$ cat src/rtl/seq_detect_pkg.sv
// Shared types and helpers for the seq_detect serial pattern detector.
package seq_detect_pkg;

  typedef enum logic {
    FILL = 1'b0,
    RUN  = 1'b1
  } state_t;

  // Width of the fill counter that tracks bits accepted during FILL.
  function automatic int fill_w(input int depth);
    return $clog2(depth);
  endfunction

endpackage

$ cat src/rtl/bit_window.sv
// Sliding shift window: newest bit enters at the MSB on each enabled cycle.
module bit_window #(
  parameter int depth = 4
) (
  input  logic             clk,
  input  logic             reset_n,
  input  logic             clear,
  input  logic             en,
  input  logic             seq_in,
  output logic [depth-1:0] window
);

  logic [depth-1:0] r_window;

  // NOTE: clear is tested before en so a bit arriving with clear is dropped.
  always_ff @(posedge clk or negedge reset_n) begin
    if (!reset_n) begin
      r_window <= '0;
    end else if (clear) begin
      r_window <= '0;
    end else if (en) begin
      r_window <= {seq_in, r_window[depth-1:1]};
    end
  end

  assign window = r_window;

endmodule

$ cat src/rtl/seq_detect.sv
// Serial pattern detector with fill guard and registered one-cycle match pulse.
// Optional saturating match counter is built when SEQ_DETECT_COUNT_EN is defined.
module seq_detect
  import seq_detect_pkg::*;
#(
  parameter int               depth   = 4,
  parameter logic [depth-1:0] pattern = depth'(4'b1011),
  parameter int               count_w = 8
) (
  input  logic               clk,
  input  logic               reset_n,
  input  logic               clear,
  input  logic               en,
  input  logic               seq_in,
  output logic [depth-1:0]   window,
  output logic               window_valid,
  output logic               match,
  output logic [count_w-1:0] match_count
);

  localparam int               FW        = fill_w(depth);
  localparam logic [FW-1:0]    FILL_LAST = FW'(depth - 1);

  logic [depth-1:0] w_window;
  logic [depth-1:0] w_next_window;
  logic             w_full_next;
  logic             w_match_next;

  state_t           r_state;
  logic [FW-1:0]    r_fill;
  logic             r_match;

  bit_window #(
    .depth (depth)
  ) u_bit_window (
    .clk     (clk),
    .reset_n (reset_n),
    .clear   (clear),
    .en      (en),
    .seq_in  (seq_in),
    .window  (w_window)
  );

  // NOTE: match is judged on the value the window is about to take, so the
  // registered pulse appears on the same edge as the updated window.
  assign w_next_window = {seq_in, w_window[depth-1:1]};
  assign w_full_next   = (r_state == RUN) || (r_fill == FILL_LAST);
  assign w_match_next  = en && w_full_next && (w_next_window == pattern);

  always_ff @(posedge clk or negedge reset_n) begin
    if (!reset_n) begin
      r_state <= FILL;
      r_fill  <= '0;
      r_match <= 1'b0;
    end else if (clear) begin
      r_state <= FILL;
      r_fill  <= '0;
      r_match <= 1'b0;
    end else begin
      r_match <= w_match_next;
      if (en && (r_state == FILL)) begin
        if (r_fill == FILL_LAST) begin
          r_state <= RUN;
        end else begin
          r_fill <= r_fill + 1'b1;
        end
      end
    end
  end

`ifdef SEQ_DETECT_COUNT_EN
  logic [count_w-1:0] r_count;

  always_ff @(posedge clk or negedge reset_n) begin
    if (!reset_n) begin
      r_count <= '0;
    end else if (clear) begin
      r_count <= '0;
    end else if (w_match_next && (r_count != '1)) begin
      r_count <= r_count + 1'b1;
    end
  end

  assign match_count = r_count;
`else
  assign match_count = '0;
`endif

  assign window       = w_window;
  assign window_valid = (r_state == RUN);
  assign match        = r_match;

endmodule

$ cat config.mk
export PLATFORM = sky130hd
export DESIGN_NAME = seq_detect
export DESIGN_NICKNAME = d
export VERILOG_FILES = /design/src/rtl/seq_detect_pkg.sv /design/src/rtl/bit_window.sv /design/src/rtl/seq_detect.sv
export SDC_FILE = /design/constraint.sdc
export NUM_CORES = 1
export LEC_CHECK = 0
export BUFFER_PORTS_ARGS = -buffer_cell sky130_fd_sc_hd__buf_4
export CAP_MARGIN = 10
export CORE_AREA = 4 4 41 43
export CTS_CLUSTER_DIAMETER = 60
export DETAILED_ROUTE_END_ITERATION = 12
export DIE_AREA = 0 0 45 47
export PLACE_DENSITY = 0.64
export SYNTH_ARGS = -nofsm -noshare
export SYNTH_HDL_FRONTEND = slang
export SYNTH_SLANG_ARGS = --single-unit
$ cat constraint.sdc
create_clock -name clk -period 1.4 [get_ports clk]
set_clock_uncertainty 0.15 [all_clocks]
set_input_delay 0.21 -clock clk [delete_from_list [all_inputs] [get_ports clk]]
set_output_delay 0.21 -clock clk [all_outputs]
set_load 0.005 [all_outputs]
# Yosys cells after proc, flatten, opt, wreduce, memory -nomap -nowiden
# Index checks and enable logic that the tools add are counted.
# word_totals
reg_bits	8
input_bits	5
output_inout_bits	14
word_cells	27
# op_classes
n_addsub	1
eq_ne	3
muxes	9
bitwise	1
n_reduce_logical	9
# ops
operator	count
2-to-1 mux 4 bit	2
2-to-1 mux 2 bit	3
nonzero test 2 bit	3
equality test 4 bit (second input constant)	1
2-to-1 mux 1 bit	4
AND reduction 2 bit	2
logical AND 1 bit	3
adder 2 x 1 -> 2 bit (second input constant)	1
equality test 2 bit (second input constant)	1
!= test 2 bit (second input constant)	1
logical OR 1 bit	1
inverter 1 bit	1

# Logic depth before layout (Yosys ltp)
# logic_depth
depth_word	5
depth_mapped	3
depth_no_buf	3

# Hierarchy
# Synthesis repeated with hierarchy kept, for this count alone.
# unflattened
hier_cells	38
hier_area_um2	431.7
# modules_own_cells
module	instances	cells_each	area_each_um2	seq_area_each_um2
seq_detect	1	25	271.5	100.1
bit_window	1	13	160.2	100.1

# Worst setup path after synthesis
# OpenSTA, ideal clock, no wires.
# synth_timing
kind	register -> register
start	register r_fill[0]
end	register r_fill[0]
setup_ps	125
arrival_ps	1152
required_time_ps	1125
path_slack_ps	-27
path_stages_with_launch	4
n_path_buf	0
period_less_slack_ps	1427
cell_sequence	dfrtp_1 > ha_1 > nor3b_4 > mux2_4
# synth_between
elab_chain_cells	4
# synth_lines
item	line	rtl
start, declared	seq_detect.sv:30	logic [FW-1:0] r_fill;
start signal, assigned	seq_detect.sv:65	r_fill <= r_fill + 1'b1;
adder 2 x 1 -> 2 bit	seq_detect.sv:65	
2-to-1 mux 2 bit	seq_detect.sv:62	if (r_fill == FILL_LAST) begin
2-to-1 mux 2 bit	seq_detect.sv:61	if (en && (r_state == FILL)) begin
2-to-1 mux 2 bit	seq_detect.sv:55	end else if (clear) begin
# Several ways; a longest one is shown, not always the timed one. The select of a mux whose other input is x is not followed.
# A chain may end at the register's enable or synchronous reset.

# Final worst setup path
# Same ends and word-level chain as after synthesis.

==> results.toml <==
[status]
status = "finished clean"

[routing]
antenna_left = 0
wirelength_um = 788
routed-via-count = 296
route.detailed.wl_per_inst_um = 11.4
drt_iter0_markers = 4
avgViaCountPerCell = 4.29
firstDrtPassIters = 2
drc = 0

[hold_path]
hp-class = "in2reg"
worstHoldPathCells = 2

[floorplanning]
start_util_pct = 34.1
die_area_um2 = 2120
rows = 13
core_um2 = 1300
num_io_pins = 19
die_w_um = 45
die_y_um = 47

[cts]
cts_max_level = 1
clkTransAtPathRegs_ns = 0.06
clk_path_buf_depth = 2
cts_sinks = 8
root_buffer = "clkbuf_4"
cts_buffers = 3
worstSkewPairLatency_ns = 0.25
tritoncts = "done"

[placement]
numPortBuffers = 10
placed_area_um2 = 498
placed_cells = 63
pre_cts_slack_ns = 0.0135
dp_hpwl_um = 558
place.gp.congestion = 0.691

[sta]
rsz0062_at_grt = "yes"
setup_slack_ns = 0.0177
final-setup-viol-count = 0
slew_viol_final = 0
fmax_ghz = 0.723
period_share_pct = 98.7
fin_crit_ns = 1.38
tns_ns = 0
hold_viol_final = 0

[grt]
grt_usage_pct = 9.24
grt_pass1_vias = 281
antenna_found_initial = 0
grt_start_max_net_pins = 11
grt-ovfl-total = 0
grt_pass1_wl_um = 1290

[yosys]
async_flop_share_pct = 100
yosysTopAreaCell = "dfrtp_1"
synth_edf_count = 0
avgSynthCellArea_um2 = 11.1
synth_top_area_share_pct = 45.1
synth_top_cells_by_count = "buf_4 (8), dfrtp_1 (8), nor2_1 (7), mux2i_1 (5), nand2b_1 (2)"
ys_types = 15
ys.warnings.count = 0
syn_inst = 40
synth_area_leaders = "dfrtp_1 (45%), buf_4 (14%), mux2i_1 (11%)"
ys.flop_type = "dfrtp_1"
ys_seq_area_share_pct = 45.1
ys_ff_latch = 8
syn_area_um2 = 444

[power]
p_per_area_nw_per_um2 = 910
p_sw_mw = 0.121
ir_drop_mv = 0.403
power_leakage_nw = 0.290
clkPwrFrac_pct = 34.3
p_comb_share_pct = 15.9
power.internal_mw = 0.385
pwr-share-seq_pct = 49.8
sw_frac_of_total_pct = 23.9

[finish]
antenna_cells = 0
design_area_um2 = 556
multi_input_area_um2 = 206
nets = 62
regArea_um2 = 200
layout-drive-gt1-share_pct = 35.2
final_cells = 69
nFillCells = 139
syn2layout_area_growth_pct = 25.1

[flow_run]
max-cap-violations = 0

[worst_setup_path]
endpoint_kind = "flip-flop"
start_kind = "flip-flop"
crit_type = "reg2reg"
crit_arrival_ns = 1.37
required_ns = 1.39
crit_path_top_delay_cell = "dfrtp_1"
path_cells = "ha_4 -> nor3b_4 -> mux2_4"
slowest_delay_ns = 0.41
r2r_cells = 3
cp_max_fo = 2
[repair_timing]
action	CTS	global route
cloned	0	0
resized for setup	1	0
setup buffers	1	1
pin swaps	2	2
hold buffers	1	0
endpoints found under the hold margin	8	0
setup endpoints to repair	1	3
[layout by cell type (no fill, tap or decap), drive strengths merged]
cell type	synthesis	routed
mux2	1	1
dfrtp	8	8
mux2i	5	5
conb	1	8
nand4b	1	1
dlygate4sd3	0	1
ha	1	1
nor2b	1	1
nor4b	1	1
nand2b	2	2
nor2	7	7
clkbuf	1	3
buf	9	13
nor3b	1	1
a21oi	1	1
[metrics by stage]
stage	hold WS, ns	util [%]	power [mW]
after floorplan	-0.236	-	0.314
after global placement	-0.117	38.3	0.323
after detailed placement	-0.114	38.3	0.322
after CTS	0.0259	42.1	0.511
after global routing	0.0445	42.7	0.535
final	0.0357	42.7	0.506
[worst max-delay path, delay by kind of cell, from the launching register on]
family | cells | cell delay (ns)
flip-flops | 1 | 0.41
multiplexers | 1 | 0.32
AND/OR/NAND/NOR | 1 | 0.21
adder cells (fa/ha/maj) | 1 | 0.18
[worst paths after layout]
| kind | start | endpoint | slack (ns) |
|---|---|---|---|
| setup / recovery | r_fill[0]$_DFFE_PN0P_ | r_fill[0]$_DFFE_PN0P_ | 0.02 |
| hold / removal | clear | window_valid$_DFFE_PN0P_ | 0.04 |
| setup reg to reg | r_fill[0]$_DFFE_PN0P_ | r_fill[0]$_DFFE_PN0P_ | 0.02 |
| hold reg to reg | u_bit_window.window[0]$_DFFE_PN0P_ | u_bit_window.window[0]$_DFFE_PN0P_ | 0.37 |
| max in group asynchronous | reset_n | u_bit_window.window[1]$_DFFE_PN0P_ | 0.81 |
| min in group asynchronous | reset_n | window_valid$_DFFE_PN0P_ | 0.15 |
[layer usage]
| layer | vias up | share of wire, % | track usage (%) | routed length [um] |
|---|---|---|---|---|
| met1 | 135 | 39 | 10.0 | 310 |
| met2 | 15 | 49 | 13.0 | 387 |
| met5 | - | 0 | 0 | 0 |
| li1 | 144 | - | - | - |
| met3 | 2 | 9.0 | 4.60 | 71 |
| met4 | 0 | 2.4 | 8.77 | 19 |
[layout make-up]
cell class	instances	area share, %
Clock buffer	3	4.05
Multi-Input combinational cell	29	37.2
Sequential cell	8	36.0
Tap cell	15	3.38
Timing Repair Buffer	14	19.4
[cell families after synthesis]
family / share of synthesized area (%)
DFF: 45.1
adders and majority gates: 2.82
other: 0.844
buffers and inverters: 17.2
AOI/OAI and AO/OA: 1.13
and+or+nand+nor: 18.3
muxes: 14.6
[sequential cells by signal, summed over array words and instances, names as in the netlist]
name and flops:
r_fill 2, match 1, u_bit_window.window 4, window_valid 1
[power groups by stage]
stage | Sequential, mW | Combinational, mW | Clock [mW]
6_report | 0.252 | 0.0802 | 0.174
5_1_grt | 0.253 | 0.0913 | 0.191
4_1_cts | 0.252 | 0.0749 | 0.185
3_5_place_dp | 0.253 | 0.0689 | 0
3_3_place_gp | 0.253 | 0.0693 | 0
2_1_floorplan | 0.252 | 0.0614 | 0
No activity file was read; power rests on OpenSTA's default activity.
